`config.mk`:
```
export PLATFORM = sky130hd
export DESIGN_NAME = alu_issue
export DESIGN_NICKNAME = d
export VERILOG_FILES = /design/src/rtl/alu_issue.sv
export SDC_FILE = /design/constraint.sdc
export NUM_CORES = 1
export LEC_CHECK = 0
export ABC_AREA = 1
export CAP_MARGIN = 10
export CORE_MARGIN = 4
export CORE_UTILIZATION = 25
export DETAILED_ROUTE_END_ITERATION = 6
export PLACE_DENSITY_LB_ADDON = 0.3
export SLEW_MARGIN = 20
export SYNTH_ARGS = -nofsm -noshare
export SYNTH_HDL_FRONTEND = slang
export SYNTH_SLANG_ARGS = --single-unit
```
`constraint.sdc`:
```
create_clock -name clk -period 2.5 [get_ports clk]
set_input_delay 0.25 -clock clk [delete_from_list [all_inputs] [get_ports clk]]
set_output_delay 0.25 -clock clk [all_outputs]
set_load 0.01 [all_outputs]
```
`src/rtl/alu_issue.sv`:
```
// Execute-stage issuer: hands one request at a time to the ALU and returns the result.
// Optional ALU_ISSUE_DIVZERO_EN rejects divide-by-zero requests without issuing them.
module alu_issue #(
  parameter int unsigned W = 16
) (
  input  logic         clk,
  input  logic         rst,
  input  logic         req_valid,
  output logic         req_ready,
  input  logic [7:0]   req_op,
  input  logic [W-1:0] req_a,
  input  logic [W-1:0] req_b,
  output logic [7:0]   alu_op,
  output logic [W-1:0] alu_a,
  output logic [W-1:0] alu_b,
  output logic         alu_cf,
  input  logic [W-1:0] alu_acc,
  input  logic [W-1:0] alu_c,
  input  logic         alu_c_flag,
  input  logic         alu_z_flag,
  input  logic         alu_o_flag,
  output logic         rsp_valid,
  input  logic         rsp_ready,
  output logic [W-1:0] rsp_acc,
  output logic [W-1:0] rsp_hi,
  output logic         rsp_cf,
  output logic         rsp_zf,
  output logic         rsp_of,
  output logic         rsp_err,
  output logic         cf_q
);

  typedef enum logic [1:0] {StIdle, StExec, StCapt, StResp} state_t;

  state_t       state_q, state_d;
  logic [7:0]   op_q;
  logic [W-1:0] a_q, b_q;
  logic [W-1:0] rsp_acc_q, rsp_hi_q;
  logic         rsp_cf_q, rsp_zf_q, rsp_of_q, rsp_err_q;

  logic accept, op_legal, div_zero, issue, cf_upd, hi_sel;

  always_comb begin
    op_legal = (req_op != 8'h00) && (req_op <= 8'h11);
    div_zero = 1'b0;
`ifdef ALU_ISSUE_DIVZERO_EN
    div_zero = ((req_op == 8'h07) && (req_b[7:0] == 8'h00)) ||
               ((req_op == 8'h08) && (req_b == '0));
`endif
    issue  = op_legal && !div_zero;
    accept = (state_q == StIdle) && req_valid;
    cf_upd = (op_q >= 8'h01 && op_q <= 8'h04) || (op_q == 8'h09);
    hi_sel = (op_q == 8'h06) || (op_q == 8'h08);

    state_d = state_q;
    case (state_q)
      StIdle: if (req_valid) state_d = issue ? StExec : StResp;
      StExec: state_d = StCapt;
      StCapt: state_d = StResp;
      StResp: if (rsp_ready) state_d = StIdle;
      default: state_d = StIdle;
    endcase
  end

  always_ff @(posedge clk or posedge rst) begin
    if (rst) begin
      state_q <= StIdle;
    end else begin
      state_q <= state_d;
    end
  end

  always_ff @(posedge clk or posedge rst) begin
    if (rst) begin
      op_q      <= '0;
      a_q       <= '0;
      b_q       <= '0;
      cf_q      <= 1'b0;
      rsp_acc_q <= '0;
      rsp_hi_q  <= '0;
      rsp_cf_q  <= 1'b0;
      rsp_zf_q  <= 1'b0;
      rsp_of_q  <= 1'b0;
      rsp_err_q <= 1'b0;
    end else if (accept) begin
      op_q <= req_op;
      if (issue) begin
        // Operands only move when the ALU will actually see them.
        a_q <= req_a;
        b_q <= req_b;
      end else begin
        rsp_acc_q <= div_zero ? {W{1'b1}} : '0;
        rsp_hi_q  <= div_zero ? {W{1'b1}} : '0;
        rsp_cf_q  <= cf_q;
        rsp_zf_q  <= 1'b0;
        rsp_of_q  <= 1'b0;
        rsp_err_q <= 1'b1;
      end
    end else if (state_q == StCapt) begin
      rsp_acc_q <= alu_acc;
      rsp_hi_q  <= hi_sel ? alu_c : '0;
      rsp_cf_q  <= alu_c_flag;
      rsp_zf_q  <= alu_z_flag;
      rsp_of_q  <= alu_o_flag;
      rsp_err_q <= 1'b0;
      if (cf_upd) cf_q <= alu_c_flag;
    end
  end

  assign req_ready = (state_q == StIdle);
  assign rsp_valid = (state_q == StResp);
  assign alu_op    = (state_q == StExec) ? op_q : 8'h00;
  assign alu_a     = a_q;
  assign alu_b     = b_q;
  assign alu_cf    = cf_q;
  assign rsp_acc   = rsp_acc_q;
  assign rsp_hi    = rsp_hi_q;
  assign rsp_cf    = rsp_cf_q;
  assign rsp_zf    = rsp_zf_q;
  assign rsp_of    = rsp_of_q;
  assign rsp_err   = rsp_err_q;

endmodule

```
# Word level (Yosys, flattened, before mapping)

Cells that the tools add are included.
Widths: inputs -> output; s select.

Add/sub/neg operators: 0
Multiply operators: 0
Div/mod/pow operators: 0
$lt $le $gt $ge: 3
Equal/unequal tests: 9
Shift-type cells: 0
Muxes and demuxes: 22
Bitwise gates (word level): 1
Reductions and logical operators: 12

Operators with widths:

| cell               | number |
|---|---|
| $mux 16            | 6 |
| $eq 8x4->1 const B | 2 |
| $mux 1             | 11 |
| $eq 8x3->1 const B | 1 |
| $ge 8x1->1 const B | 1 |
| $le 8x3->1 const B | 1 |
| $le 8x5->1 const B | 1 |
| $mux 8             | 1 |
| $pmux 2 s4         | 1 |
| $reduce_bool 8->1  | 1 |
| $mux 2             | 3 |
| $reduce_and 2->1   | 3 |
| $eq 2x2->1 const B | 2 |
| $ne 2x2->1 const B | 2 |
| $logic_and 1x1->1  | 3 |
| $reduce_and 3->1   | 1 |
| $eq 2x1->1 const B | 1 |
| $logic_not 2->1    | 1 |
| $logic_or 1x1->1   | 2 |
| $ne 2x1->1 const B | 1 |
| $reduce_bool 2->1  | 1 |
| $not 1->1          | 1 |

Register bits after elaboration: 79
Bits in latches: 0
RAM bits: 0
ROM bits: 0
Input port bits: 79
Memories: 0

# Depth between registers and ports, before layout

Depth in word-level cells: 5
Gate-level depth with buffers: 10

# Least setup slack after synthesis

OpenSTA, ideal clock, no wires.

Kind: register -> register
Start point: reg state_q[0]
End point: reg b_q[0] (netlist: alu_b[0])
Arrival: 1.515 ns
Slack: 0.867 ns
Cell stages (with the launch flop): 10
Path buffers: 2
Period minus slack after synthesis: 1.633 ns
Path through: dfrtp_1 > inv_1 > ha_1 > nand2_2 > inv_2 > buf_6 > nand4_4 > buf_6 > nand2_1 > o21ai_2

Cells in the longest elaborated chain, start to end: 3

Ends and longest elaborated chain:

| item                              | RTL line | source |
|---|---|---|
| start: declaration                | 35       | `state_t state_q, state_d;` |
| start signal: assignment          | 67       | `state_q <= StIdle;` |
| start signal: assignment          | 69       | `state_q <= state_d;` |
| $logic_not 2->1                   | --       |  |
| net req_ready                     | 9        | `output logic req_ready,` |
| $logic_and 1x1->1                 | 51       | `accept = (state_q == StIdle) && req_valid;` |
| $reduce_and 2->1 (no source line) | --       |  |
| end signal: assignment            | 90       | `b_q <= req_b;` |
| end: declaration                  | 37       | `logic [W-1:0] a_q, b_q;` |

The timed path passes the listed nets, and every way through them passes these cells.
A chain may end at the register's enable or synchronous reset.

# Final worst setup path

Start point: reg state_q[1]
End point: out alu_op[0]

Cells in the longest elaborated chain, start to end: 2

Ends and longest elaborated chain:

| item             | RTL line | source |
|---|---|---|
| $eq 2x1->1       | 112      | `assign alu_op = (state_q == StExec) ? op_q : 8'h00;` |
| $mux 8           | 112      |  |
| end: declaration | 13       | `output logic [7:0] alu_op,` |

Every way passes these cells.

==> impl_metrics.yaml <==
status:
  status: "complete, no violations"
detailed_routing:
  drtAntennaViolNets: 0
  wl_per_cell_um: 13.0
  vias_per_cell: 4.15
  wl_mm: 10.0
  vias: 3194
  post-route-drc-count: 0
  drtPass1Iterations: 5
  drt-initial-drc-count: 102
finish:
  diodes: 0
  seqCellArea_sq_um: 1980
  area_delta_synth_final_pct: 55.1
  multi_input_comb_area_sq_um: 1290
  layout-drive-gt1-share_pct: 10.8
  nFillCells: 1445
  final_cell_mix: "clkdlybuf4s50_1 (158), nand2_1 (139), dfrtp_1 (79), inv_1 (67), nand3_1 (37)"
  fin_nets: 665
  final_common_cell: "clkdlybuf4s50_1"
sta:
  setup_tns_ns: 0
  rsz0062_at_grt: "no"
  fin_skew_ns: 0.00492
  maxSlewHeadroom_pct: 42.9
  worst_hold_slack_ns: 0.399
  hold_viol: 0
  finalSetupViolations: 0
  fmax_mhz: 462
  slew_violations: 0
  fin_crit_sh_pct: 86.6
  worst_pin_slew_ns: 0.855
  period_needed_ns: 2.16
power:
  worst_ir_drop_vdd_mv: 0.427
  p_leak_nw: 2.87
  powerDensity_nw_per_um2: 1080
synthesis:
  synth_fp_nets: 510
  yosys_warnings: 0
  synth-seq-area-share_pct: 53.6
  syn_area_sq_um: 3690
  synth_cell_types: 22
  ys_seq_elements: 79
  syn_area_per_cell_sq_um: 8.64
  synth_cells: 427
cts:
  cts_tree: "done"
  insertion_delay_ns: 0.33
  cts_sinks: 79
  post_cts_resized: 0
  htree_levels: 3
  cts_root_buf: "clkbuf_16"
  hold_buffers: 0
  clockBufferDepth: 2
  clkTransAtPathRegs_ns: 0.06
  post_cts_buffers: 0
  cts_buffers: 9
critical_path:
  cp_data_required_time_ns: 2.25
  crit_chain: "inv_1 > ha_1 > nand2_1 > inv_1 > clkdlybuf4s50_1"
  cpLargestDelayFamily: "buffers and inverters"
  cp_max_fo: 8
  worstPathArrival_ns: 1.91
  crit_top_cell: "inv_1"
  cpPeakStageDelay_ns: 0.57
  worstSetupPathType: "reg2out"
  path_buf_inv: 3
  cp-end-kind: "output port"
  cp_slowest_cell: "clkdlybuf4s50_1"
  cp-start-kind: "flip-flop"
floorplanning:
  pin_count: 159
  fp.dieW_um: 129
  initial_core_util_pct: 25.5
  core_sq_um: 14500
  die_h_um: 129
  core.rowCount: 44
  dieArea_sq_um: 16800
global_routing:
  grt_pass1_vias: 3348
  grt_pass1_wl_mm: 16.3
  track_usage_pct: 12.2
  gr-total-overflow: 0
  antenna_found_initial: 0
  grt_max_degree: 65
placed_design:
  port_buffers: 158
  place_congestion: 0.762
  dpl.hpwl_mm: 7.44
run:
  maxCapViolCount: 0
min_path:
  hold_path.class: "in2async"
## final timing paths
check	from	to	slack [ns]	cells past startpoint
worst max-delay path	state_q[1]	alu_op[0]	0.34	5
worst min register to register	alu_a[10]	alu_a[10]	0.49	2
worst min-delay path	rst	alu_b[9]	0.40	2
max in group asynchronous	rst	rsp_acc[14]	1.42	3
worst max register to register	state_q[1]	alu_a[4]	0.47	8
min in group clk	req_b[3]	alu_b[3]	0.47	3
## kinds of logic (layout without fill, tap and decap cells)
kind of cell    count (synthesis)  after routing  share of synthesized area [%]
compound gates                 44             44                           9.26
fa+ha+maj                       4              4                           1.36
buf+inv                        90            249                           11.5
flops                          79             79                           53.6
simple gates                  210            210                           24.3
## power breakdown
group | total, mW | switching (mW) | internal [mW]
Sequential | 2.09 | 0.317 | 1.78
Clock | 1.44 | 0.487 | 0.948
Combinational | 2.64 | 1.31 | 1.33
## stage by stage
step                      instances  util [%]  total power [mW]  cell area, sq um  worst slack [ns]
final                           770      39.5              6.17              5720             0.335
after global routing            770      39.5              6.62              5720             0.160
after CTS                       770      39.5              6.29              5720             0.275
after detailed placement        755      37.2              4.79              5390             0.282
after global placement          755      37.2              4.74              5390             0.385
after floorplan                 427         -              3.44              3690             0.227
## Yosys cell counts
master / number / area share (%)
buf_4: 5 / 1.0
buf_1: 1 / 0.10
nand4_1: 1 / 0.17
buf_2: 5 / 0.68
ha_1: 4 / 1.4
nor2_1: 26 / 2.6
nand2_2: 1 / 0.17
a21oi_1: 3 / 0.41
o21ai_0: 8 / 1.1
nand3_1: 37 / 5.0
buf_6: 8 / 2.4
nand2_1: 139 / 14
o22ai_1: 1 / 0.17
nand3_2: 2 / 0.54
nand2_4: 2 / 0.61
inv_2: 2 / 0.20
dfrtp_1: 79 / 54
nand4_4: 1 / 0.58
inv_1: 68 / 6.9
o21ai_2: 32 / 7.6
clkbuf_1: 1 / 0.10
nor3_4: 1 / 0.44
## sequential cells by signal (all words and copies together), names as in the netlist
register  cells
alu_b        16
rsp_of        1
alu_a        16
rsp_hi       16
rsp_cf        1
rsp_acc      16
rsp_zf        1
op_q          8
rsp_err       1
state_q       2
alu_cf        1
## cell type report
cell class                 instances  share of cell area, %
timing repair buffer             164                   28.5
inverter                          70                   4.61
clock inverter                     3                   1.14
clock buffer                      12                   4.66
tap                              184                   4.02
multi-input combinational        258                   22.5
sequential                        79                   34.6
## per-layer routing
metal  share of wire, %  global-route usage (%)
met3                 12                    5.36
met2                 44                    18.2
met1                 43                    15.5
met5                  0                       0
met4                1.3                    4.71
## worst register-to-register path, cell delays in order (launching register included)
cell and delay [ns]:
dfrtp_1 0.40, inv_1 0.09, ha_1 0.24, nand2_2 0.24
inv_2 0.16, nand4_4 0.12, buf_6 0.44, nand2_1 0.18
o21ai_2 0.08
(Power assumes the default switching activity.)
